--- src/rtl/ika87ad_opfetch.sv ---
// Opcode fetch and prefix tracker in front of the opcode decoder.
// Pulls opcode bytes over a request/valid handshake, folds the five prefix
// bytes into a 3-bit opcode page, injects the hardware-interrupt opcode at
// instruction boundaries and turns skipped instructions into a flagged NOP.
//
// Handshake: a byte is consumed in a cycle where o_FETCH_REQ and i_BYTE_VALID
// are both high; o_FETCH_REQ is low in the cycle after every consume, so each
// request yields exactly one byte and a second-byte request always restarts
// from a clean low.
module ika87ad_opfetch #(
  parameter logic [7:0] HARDI_OP = 8'h73,
  parameter logic [7:0] NOP_OP   = 8'h00
) (
  input  logic       i_EMUCLK,
  input  logic       i_RST,
  input  logic       i_NEXT,
  input  logic       i_SKIP_FLAG,
  input  logic       i_IRQ_PEND,
  output logic       o_FETCH_REQ,
  input  logic       i_BYTE_VALID,
  input  logic [7:0] i_BYTE,
  output logic       o_PC_INC,
  output logic [7:0] o_OPCODE,
  output logic [2:0] o_OPCODE_PAGE,
  output logic       o_OP_VALID,
  output logic       o_SKIPPED,
  output logic       o_INTACK,
  output logic       o_BUSY
);

  typedef enum logic [1:0] {
    S_IDLE     = 2'd0,
    S_FETCH1   = 2'd1,
    S_FETCH2   = 2'd2,
    S_DISPATCH = 2'd3
  } state_t;

  state_t     state_q, state_d;
  logic       fetch_req_q, fetch_req_d;
  logic       pc_inc_q, pc_inc_d;
  logic       op_valid_q, op_valid_d;
  logic       intack_q, intack_d;
  logic       skipped_q, skipped_d;
  logic       skip_q, skip_d;
  logic [7:0] opcode_q, opcode_d;
  logic [2:0] page_q, page_d;
  logic [2:0] pend_page_q, pend_page_d;

  logic       consume;
  logic [2:0] byte_page;
  logic       do_disp;
  logic [2:0] disp_page;

  assign consume = fetch_req_q & i_BYTE_VALID;

  // Prefix byte to opcode page; zero means "not a prefix".
  always_comb begin
    byte_page = 3'd0;
    case (i_BYTE)
      8'h48:   byte_page = 3'd1;
      8'h60:   byte_page = 3'd2;
      8'h64:   byte_page = 3'd3;
      8'h70:   byte_page = 3'd4;
      8'h74:   byte_page = 3'd5;
      default: byte_page = 3'd0;
    endcase
  end

  // Next-state and next-output logic for the fetch sequencer.
  always_comb begin
    state_d     = state_q;
    fetch_req_d = 1'b0;
    pc_inc_d    = 1'b0;
    op_valid_d  = 1'b0;
    intack_d    = 1'b0;
    skipped_d   = skipped_q;
    skip_d      = skip_q;
    opcode_d    = opcode_q;
    page_d      = page_q;
    pend_page_d = pend_page_q;
    do_disp     = 1'b0;
    disp_page   = 3'd0;

    case (state_q)
      S_IDLE, S_DISPATCH: begin
        state_d = S_IDLE;
        if (i_NEXT) begin
          if (i_SKIP_FLAG) begin
            // Skip wins; a pending interrupt waits for the next boundary.
            skip_d      = 1'b1;
            fetch_req_d = 1'b1;
            state_d     = S_FETCH1;
          end else if (i_IRQ_PEND) begin
            opcode_d   = HARDI_OP;
            page_d     = 3'd0;
            skipped_d  = 1'b0;
            intack_d   = 1'b1;
            op_valid_d = 1'b1;
            state_d    = S_DISPATCH;
          end else begin
            skip_d      = 1'b0;
            fetch_req_d = 1'b1;
            state_d     = S_FETCH1;
          end
        end
      end

      S_FETCH1: begin
        if (consume) begin
          pc_inc_d = 1'b1;
          if (byte_page != 3'd0) begin
            // Prefix: remember the page, request the real opcode next.
            pend_page_d = byte_page;
            state_d     = S_FETCH2;
          end else begin
            do_disp   = 1'b1;
            disp_page = 3'd0;
          end
        end else begin
          fetch_req_d = 1'b1;
        end
      end

      S_FETCH2: begin
        if (consume) begin
          // Second byte is always the opcode, even if it looks like a prefix.
          pc_inc_d  = 1'b1;
          do_disp   = 1'b1;
          disp_page = pend_page_q;
        end else begin
          fetch_req_d = 1'b1;
        end
      end

      default: state_d = S_IDLE;
    endcase

    if (do_disp) begin
      state_d    = S_DISPATCH;
      op_valid_d = 1'b1;
      if (skip_q) begin
        opcode_d  = NOP_OP;
        page_d    = 3'd0;
        skipped_d = 1'b1;
      end else begin
        opcode_d  = i_BYTE;
        page_d    = disp_page;
        skipped_d = 1'b0;
      end
    end
  end

  // State and registered outputs; reset drops any partial prefix.
  always_ff @(posedge i_EMUCLK) begin
    if (i_RST) begin
      state_q     <= S_IDLE;
      fetch_req_q <= 1'b0;
      pc_inc_q    <= 1'b0;
      op_valid_q  <= 1'b0;
      intack_q    <= 1'b0;
      skipped_q   <= 1'b0;
      skip_q      <= 1'b0;
      opcode_q    <= 8'h00;
      page_q      <= 3'd0;
      pend_page_q <= 3'd0;
    end else begin
      state_q     <= state_d;
      fetch_req_q <= fetch_req_d;
      pc_inc_q    <= pc_inc_d;
      op_valid_q  <= op_valid_d;
      intack_q    <= intack_d;
      skipped_q   <= skipped_d;
      skip_q      <= skip_d;
      opcode_q    <= opcode_d;
      page_q      <= page_d;
      pend_page_q <= pend_page_d;
    end
  end

  assign o_FETCH_REQ   = fetch_req_q;
  assign o_PC_INC      = pc_inc_q;
  assign o_OPCODE      = opcode_q;
  assign o_OPCODE_PAGE = page_q;
  assign o_OP_VALID    = op_valid_q;
  assign o_SKIPPED     = skipped_q;
  assign o_INTACK      = intack_q;
  assign o_BUSY        = (state_q != S_IDLE);

endmodule

--- config.mk ---
export PLATFORM = sky130hd
export DESIGN_NAME = ika87ad_opfetch
export DESIGN_NICKNAME = d
export VERILOG_FILES = /design/src/rtl/ika87ad_opfetch.sv
export SDC_FILE = /design/constraint.sdc
export NUM_CORES = 1
export LEC_CHECK = 0
export ABC_CLOCK_PERIOD_IN_PS = 2800
export CAP_MARGIN = 0
export CORE_MARGIN = 3
export CORE_UTILIZATION = 51
export CTS_CLUSTER_DIAMETER = 60
export DETAILED_ROUTE_END_ITERATION = 10
export MAX_ROUTING_LAYER = met4
export PLACE_DENSITY = 0.9
export SYNTH_ARGS = -nofsm -noshare
export SYNTH_HDL_FRONTEND = slang
export SYNTH_SLANG_ARGS = --single-unit
--- constraint.sdc ---
create_clock -name i_EMUCLK -period 2.8 [get_ports i_EMUCLK]
set_input_delay 0.42 -clock i_EMUCLK [delete_from_list [all_inputs] [get_ports i_EMUCLK]]
set_output_delay 0.42 -clock i_EMUCLK [all_outputs]
set_load 0.1 [all_outputs]
== Yosys cells after proc, flatten, opt, wreduce, memory -nomap -nowiden ==
Cells that the tools add are included.

* Eq/ne operators: 12
* Bitwise gates (word level): 2
* Reductions and logical operators: 14
* Muxes and demuxes: 44

{| class="wikitable"
|+ Operators by type and width
! operator !! count
|-
| 8-bit 2-to-1 mux || 6
|-
| 8-bit by 7-bit == test with 1-bit output (second input constant) || 5
|-
| 3-bit 2-to-1 mux || 8
|-
| 1-bit 2-to-1 mux || 20
|-
| 3-bit case mux with 5 select lines || 1
|-
| 2-bit 2-to-1 mux || 6
|-
| 3-bit AND reduction || 3
|-
| 2-bit nonzero test || 4
|-
| 3-bit inequality test (second input constant) || 2
|-
| 3-bit nonzero test || 2
|-
| 2-bit OR reduction || 3
|-
| 2-bit == test (second input constant) || 2
|-
| 1-bit case mux with 2 select lines || 2
|-
| 2-bit case mux with 2 select lines || 1
|-
| 4-bit AND reduction || 1
|-
| 2-bit by 1-bit == test with 1-bit output (second input constant) || 1
|-
| 2-bit logical NOT || 1
|-
| 2-bit by 1-bit inequality test with 1-bit output (second input constant) || 1
|-
| 2-bit inequality test (second input constant) || 1
|-
| 1-bit AND || 1
|-
| 1-bit NOT || 1
|}

* Bits of input ports: 14
* Output and inout bits: 17
* Flip-flop bits (word level): 22
* Word-level logic and storage cells: 82

== Depth between registers and ports, before layout ==
Gate-level depths: netlist (run 1).

* Depth after elaboration: 8
* Mapped depth: 7
* Gate-level depth less buffers: 6

== Worst setup path before layout (run 1) ==
OpenSTA, ideal clock, no wires.

* Kind: reg2reg
* Start point: reg fetch_req_q (netlist: o_FETCH_REQ)
* End point: reg opcode_q[0] (netlist: o_OPCODE[0])
* Clock period less this slack: 1942 ps
* Path buffers: 0
* Slack: 858 ps
* Required time: 2713 ps
* Setup time: 87 ps
* Stages on the path, launching flop included: 5
* Arrival time: 1855 ps
* Cells stage by stage: dfxtp_1 > nand3_1 > nor2_1 > nand2_2 > a211oi_1

* Word-level cells in the longest chain between the ends: 5
* Elaborated cells between the ends (all ways): 10
* Classes of those cells: eq/ne (1); mux (4); bitwise (1); reduce/logical (4)

{| class="wikitable"
|+ Ends and longest elaborated chain
! item !! RTL line !! text
|-
| start: declaration || 39 || <nowiki>logic fetch_req_q, fetch_req_d;</nowiki>
|-
| start signal: assignment || 168 || <nowiki>fetch_req_q <= fetch_req_d;</nowiki>
|-
| 1-bit AND * || 54 || <nowiki>assign consume = fetch_req_q & i_BYTE_VALID;</nowiki>
|-
| 1-bit 2-to-1 mux, on equally long branches || 125, 109 ||
|-
| 1-bit case mux with 2 select lines * || 84 || <nowiki>case (state_q)</nowiki>
|-
| 2-bit by 1-bit inequality test with 1-bit output (no line) or 2-bit nonzero test (tied branches) || - ||
|-
| 4-bit AND reduction (no line) || - ||
|-
| end signal: assignment || 174 || <nowiki>opcode_q <= opcode_d;</nowiki>
|-
| end: declaration || 45 || <nowiki>logic [7:0] opcode_q, opcode_d;</nowiki>
|}

Mark *: on every way between the ends. The rest lies on a longest branch, timed or not.
A chain may end at the register's enable or synchronous reset.

== Worst setup path in the final report (run 1) ==
* Start point: in i_BYTE[7]
* End point: reg opcode_q[0] (netlist: o_OPCODE[0])

* Word-level cells in the longest chain between the ends: 8
* Elaborated cells between the ends (all ways): 16
* Classes of those cells: eq/ne (6); mux (5); reduce/logical (5)

{| class="wikitable"
|+ Ends and longest elaborated chain
! item !! RTL line !! text
|-
| start: declaration || 21 || <nowiki>input logic [7:0] i_BYTE,</nowiki>
|-
| 8-bit by 7-bit == test with 1-bit output || 59 || <nowiki>case (i_BYTE)</nowiki>
|-
| 3-bit case mux with 5 select lines * || 59 ||
|-
| 3-bit nonzero test * || 111 || <nowiki>if (byte_page != 3'd0) begin</nowiki>
|-
| 1-bit 2-to-1 mux * || 111 ||
|-
| 1-bit 2-to-1 mux * || 109 || <nowiki>if (consume) begin</nowiki>
|-
| 1-bit case mux with 2 select lines * || 84 ||
|-
| 2-bit by 1-bit inequality test with 1-bit output (no line) or 2-bit nonzero test (tied branches) || - ||
|-
| 4-bit AND reduction (no line) || - ||
|}

Marked as above.

==> results by group, run 1 <==
Run status
  • Status: complete, no violations

Place
  • Placer Congestion: 0.8477
  • I/O Buffers: 30
  • DP Wirelength: 2078 um

STA
  • Worst slew pin tran: 0.5089 ns
  • RSZ-0062 raised after global routing: no
  • Final count of hold timing violations: 0
  • Tcrit/Tclk final: 0.7386
  • Worst hold slack: about 0.48 ns
  • Slew HR: 0.6607
  • Final setup fails: 0
  • Slew Limit Fails: 0
  • Fin Setup TNS: 0 ns
  • Final setup skew: 0.005926 ns
  • FMAX: 483.5 MHz
  • Fin crit period: 2.068 ns

Flow run
  • Maxcap violations: 0

Clock tree
  • Resize count post-CTS: 0
  • Clk pin slew, worst setup/hold paths: 0.12 ns
  • Clock tree from TritonCTS: done
  • CTS max path bufs: 2
  • CTS Sinks: 22
  • Total clock buffers created by CTS: 3
  • Clock Latency Late Sink: 0.31 ns
  • Postcts setup bufs: 0
  • Htree depth: 1
  • Hold_buf cts: 0
  • Root Driver: clkbuf_4

Worst hold path
  • Hold_sp: pend_page_q[0]$_SDFFE_PP0P_
  • Hold Crit Depth: 2
  • HP Class: register to register
  • Hold endpoint: o_OPCODE_PAGE[0]$_SDFFE_PP0P_

Setup path
  • Crit path capture type: register
  • Critical-path cell list: clkdlybuf4s50_1, nor4b_4, o211a_1, nor3_1, a211oi_1
  • Crit Reg-Reg Endpoint: o_OPCODE[0]$_SDFFE_PP0P_
  • Required time worst endpoint: 3.02 ns
  • Worst setup SP type: input port
  • CP max stage delay: roughly 0.55 ns
  • Crit path arrival time: around 2.3 ns
  • Worst path bufs/invs: 1
  • R2R setup slack: 0.89 ns
  • Crit path max fanout: 11
  • R2R cell count: 6
  • Crit Path Class: input port to register
  • CP max stage cell: o211a_1
  • Crit path max-delay family: compound AO/OA/AOI/OAI gates
  • Reg2Reg Launch Point: state_q[0]$_SDFFE_PP0P_

Drt
  • DR vias/cell: 5.842
  • Drt total wl: around 2700 um
  • DRT Pass-1 Iters: 4
  • DRC viols: 0
  • Routed WL per cell: ~15 um
  • Via count: between 1,000 and 1,500
  • Routed Antenna Nets: 0
  • 1st-iter DRT viols: 31

Pwr
  • P_leak: 0.5536 nW
  • Switching Power: ~570 uW
  • Clock power frac: 0.149
  • Gate power share: 0.527
  • Internal power contribution: roughly 610 uW
  • Worst vdd ir: 0.9572 mV
  • Seq pwr share: 0.324
  • Pwr/cell area: slightly below 800 nW/um^2
  • Switching share of power: 0.4841

Global routing
  • Met1 Use GR: 0.2475
  • Largest net degree at the start of global routing: 14
  • First-pass GRT wire length: 4340 um
  • Via count of the first global-routing pass: 977
  • Overflow after GRT: 0
  • Number of antenna violations at the first check in global routing: 0
  • Met3 usage: 0.03047
  • Total GRT Usage: 0.2129
  • Most Crowded Layer GR: met2
  • GR Util met2: 0.3609

Cells and area
  • Fillers: 171
  • Area Growth Syn to Fin: 26.22%
  • Register area: about 440 sq um
  • Core Util, Final: 0.7145
  • ANT cells: 0
  • Nets: 168
  • Area of the multi-input gates: 678.2 sq um
  • Commonest non-fill, non-tap cell in the layout: dfxtp_1
  • Fraction of layout cells with a size suffix above 1: 0.3333
  • Most frequent cells in the layout: 22 x dfxtp_1, 19 x buf_4, 13 x nor2_1, 13 x clkdlybuf4s50_1

Floorplan
  • Core area: 2082 sq um
  • Chip Width: between 50 and 60 um
  • Site row count: 16
  • Die boundary height: roughly 54 um
  • Full die area: 2924 sq um
  • Ports: 31
  • Initial core utilization: 0.5661

Synth
  • Avg Synthesized Cell Area: just under 10 sq um
  • Area leader, netlist: dfxtp_1
  • EDFF count, synth: 0
  • Seq/Total Area, Yosys: 0.3737
  • Area contributors post-synth: dfxtp_1 37%, o211ai_2 8.5%, a21oi_2 5.2%
  • Top-area cell type share of the netlist area: 0.3737
  • Synth Flop Type: dfxtp_1
  • Seq cells post-synth: 22
  • Cell area after synthesis: 1179 sq um
  • Post-Syn Instances: 119
  • Yosys Warn Count: 0
  • Syn Nets: 136
  • Share of synthesized registers carrying an async set or reset: 0
  • Post-synth cell types: 31
-- cell families (layout without fill, tap and decap cells) --
logic type | count (synthesis) | count (layout) | synth area share
simple gates | 44 | 44 | 0.2399
compound gates | 38 | 38 | 0.3036
flops | 22 | 22 | 0.3737
buf+inv | 12 | 43 | 0.05096
fa+ha+maj | 3 | 3 | 0.03185
-- per-layer routing --
metal / vias to the layer above / wire [um]
li1: 500 / -
met1: 491 / 1210
met2: 38 / 1306
met3: 5 / 154
met4: 0 / 45
met5: - / 0
-- worst reg2reg max path, cell delays in order (launching register included) --
cell,delay (ns)
dfxtp_1,0.35
inv_1,0.07
ha_1,0.38
nand3_1,0.15
nor2_1,0.37
nand2_2,0.23
a211oi_1,0.27
-- cell usage after synthesis, drive strengths merged (2+ instances only) --
master,n
a32oi,2
nor2b,8
o211ai,8
buf,3
ha,3
nand3,2
a211oi,6
a311oi,2
o2111ai,3
o211a,2
and2,2
nor4b,2
nand2,6
nor3,6
nand4b,3
nor2,13
clkbuf,2
inv,7
dfxtp,22
a21oi,11
-- how the worst max path moves through the flow --
stage                                start                  endpoint  slack, ns  cells past startpoint
floorplan           o_FETCH_REQ$_SDFF_PP0_  o_OPCODE[0]$_SDFFE_PP0P_       0.86                      4
global placement                 i_BYTE[7]  o_OPCODE[0]$_SDFFE_PP0P_       0.55                      5
detailed placement               i_BYTE[7]  o_OPCODE[0]$_SDFFE_PP0P_       0.41                      5
CTS                              i_BYTE[7]  o_OPCODE[0]$_SDFFE_PP0P_       0.73                      5
global route                     i_BYTE[7]  o_OPCODE[0]$_SDFFE_PP0P_       0.65                      5
finish                           i_BYTE[7]  o_OPCODE[0]$_SDFFE_PP0P_       0.73                      5
-- stage by stage --
step	area, sq um	std cells	setup WS [ns]	power, mW
final	1488	177	0.7320	1.178
after global routing	1488	177	0.6495	1.244
after CTS	1488	177	0.7258	1.178
after detailed placement	1451	173	0.4090	1.002
after global placement	1451	173	0.5478	0.9859
after floorplan	1179	119	0.8583	0.8707
-- area by class of cell --
class	instances	area share
Multi-Input combinational cell	85	0.4558
Sequential cell	22	0.2960
Timing Repair Buffer	32	0.1833
Clock buffer	4	0.02439
Tap cell	27	0.02271
Inverter	7	0.01766
-- power groups by stage --
| stage | clock network [mW] | registers [mW] | logic [mW] |
|---|---|---|---|
| finish | 0.176 | 0.381 | 0.621 |
| global route | 0.196 | 0.388 | 0.660 |
| CTS | 0.179 | 0.381 | 0.617 |
| detailed placement | 0 | 0.388 | 0.614 |
| global placement | 0 | 0.386 | 0.600 |
| floorplan | 0 | 0.543 | 0.328 |
-- registers in the layout, indices dropped and copies added (netlist names) --
register       cells
o_FETCH_REQ        1
o_INTACK           1
o_OPCODE           8
o_OPCODE_PAGE      3
o_OP_VALID         1
o_PC_INC           1
o_SKIPPED          1
pend_page_q        3
skip_q             1
state_q            2
Note: power is estimated with default switching activity, not from simulation.
==> run 2, diff against run 1 <==
- ABC_CLOCK_PERIOD_IN_PS: 2800 -> 2100
- CORE_UTILIZATION: 51 -> 47
- PLACE_DENSITY: 0.9 -> 0.85
- clock period: 2.8 -> 2.1 ns (I/O delays scaled with it)
==> run 2 against run 1 <==
Flip-flop and latch count did not move. Routed wire length up 1.5%. Register-to-register slack lost 0.50 ns. Critical path depth stayed put. Global-route usage fell by 1.9 points. Final area up 2.0%. Hold slack worse by 0.0016 ns. Sequential share of layout area decreased by 0.59 points. Combinational power is 40% higher. Sequential power grew 33%. Non-clock buffer count grew 4. Critical endpoint unchanged. Largest power group unchanged.
==> results by group, run 2 (same netlist as run 1, synthesis figures left out) <==
Cells and area
  • Most frequent cells in the layout: 22 x dfxtp_1, 22 x buf_4, 13 x nor2_1, 13 x clkdlybuf4s50_1
  • Fillers: 178
  • Final Non-Filler Cells: 181
  • Nets: 172
  • Fraction of layout cells with a size suffix above 1: 0.3464
  • Max reg flops: 8
  • ANT cells: 0
  • Finished Cell Area: 1518 sq um
  • Area Growth Syn to Fin: 28.77%

Floorplan
  • Core area: 2297 sq um
  • Ports: 31
  • Site row count: 17
  • Initial core utilization: 0.5131
  • Full die area: 3144 sq um
  • Die boundary height: 56.08 um
  • Chip Width: around 56 um

STA
  • Fin crit period: 1.886 ns
  • FMAX: 530.2 MHz
  • Final count of hold timing violations: 0
  • RSZ-0062 raised after global routing: no
  • Final setup skew: approximately 0.0025 ns
  • Final setup fails: 0
  • Slew HR: 0.6517
  • Tcrit/Tclk final: 0.8981
  • Slew Limit Fails: 0
  • Worst slew pin tran: 0.5225 ns

Setup path
  • Crit path max fanout: 11
  • Worst setup SP type: input port
  • Reg2Reg Launch Point: state_q[0]$_SDFFE_PP0P_
  • Required time worst endpoint: 2.33 ns
  • Crit Path Class: input port to register
  • Critical path launch point: i_BYTE[7]
  • Crit path arrival time: 2.11 ns
  • R2R cell count: 6
  • Crit path capture type: register

Clock tree
  • Resize count post-CTS: 0
  • Hold_buf cts: 0
  • Clk pin slew, worst setup/hold paths: between 0.1 and 0.15 ns
  • CTS Sinks: 22
  • Htree depth: 1
  • CTS max path bufs: 2
  • Postcts setup bufs: 0
  • Total clock buffers created by CTS: 3
  • Clock Latency Late Sink: 0.30 ns
  • Clock tree from TritonCTS: done
  • Root Driver: clkbuf_4

Run status
  • Status: complete, no violations

Pwr
  • Worst vdd ir: 1.057 mV
  • P_leak: around 0.57 nW
  • Tot Pwr: 1.570 mW
  • Pwr/cell area: 1034 nW/um^2

Drt
  • DRC viols: 0
  • Via count: 1,026
  • Drt total wl: between 2000 and 3000 um
  • DR vias/cell: 5.669
  • 1st-iter DRT viols: 21
  • Routed Antenna Nets: 0
  • Routed WL per cell: 15.23 um
  • DRT Pass-1 Iters: 4

Place
  • DP Wirelength: roughly 2200 um
  • Placer Congestion: ~0.9
  • Post-placement cell area: between 1000 and 1500 sq um
  • Placed Cells: 178
  • I/O Buffers: 30

Worst hold path
  • Hold Crit Depth: 2
  • Hold_sp: pend_page_q[0]$_SDFFE_PP0P_
  • HP Class: register to register

Global routing
  • Number of antenna violations at the first check in global routing: 0
  • Total GRT Usage: 0.1943
  • Largest net degree at the start of global routing: 13
  • Via count of the first global-routing pass: 1,030
  • First-pass GRT wire length: around 4700 um
  • Overflow after GRT: 0

Flow run
  • Maxcap violations: 0
-- run 2: cell count changes in the layout (fill, tap and decap cells not counted), sizes merged --
cell / delta
clkbuf: -1
buf: +4
-- run 2: metrics by stage --
stage / util / hold slack [ns] / worst slack [ns] / setup TNS, ns
after global placement: 0.6509 / 0.4525 / -0.009823 / -0.009823
final: 0.6607 / 0.4763 / 0.2140 / 0
after CTS: 0.6607 / 0.4711 / 0.2382 / 0
after floorplan: - / 0.3871 / 0.1583 / 0
after detailed placement: 0.6509 / 0.4541 / -0.07413 / -0.2651
after global routing: 0.6607 / 0.4994 / 0.1036 / 0
-- run 2: per-layer routing --
layer | track usage | vias up | share of wire
met1 | 0.2345 | 480 | 0.42
met2 | 0.3306 | 33 | 0.52
li1 | - | 509 | -
met5 | - | - | 0
met3 | 0.02320 | 4 | 0.053
met4 | 0.07119 | 0 | 0.013
-- run 2: final cells by class --
class,count,area [sq um],share of cell area
sequential,22,440.4,0.2902
tap,28,35.03,0.02308
inverter,7,26.28,0.01731
clock buffer,3,22.52,0.01484
multi-input combinational,85,678.2,0.4468
timing repair buffer,36,315.3,0.2077
-- run 2: final timing paths --
check | end | slack (ns)
worst max-delay path | o_OPCODE[0]$_SDFFE_PP0P_ | 0.21
worst min-delay path | o_OPCODE_PAGE[0]$_SDFFE_PP0P_ | 0.48
worst max register to register | o_OPCODE[5]$_SDFFE_PP0P_ | 0.39
worst min register to register | o_OPCODE_PAGE[0]$_SDFFE_PP0P_ | 0.48
-- run 2: critical path: stages --
cell and delay (ns):
clkdlybuf4s50_1 0.47, nor4b_4 0.41, o211a_1 0.55, nor3_1 0.12, a211oi_1 0.23
-- run 2: where the power goes --
group / internal [mW] / switching, mW / leakage [nW]
registers: 0.471 / 0.0360 / 0.179
clock network: 0.0670 / 0.126 / 0.0138
logic: 0.274 / 0.596 / 0.378
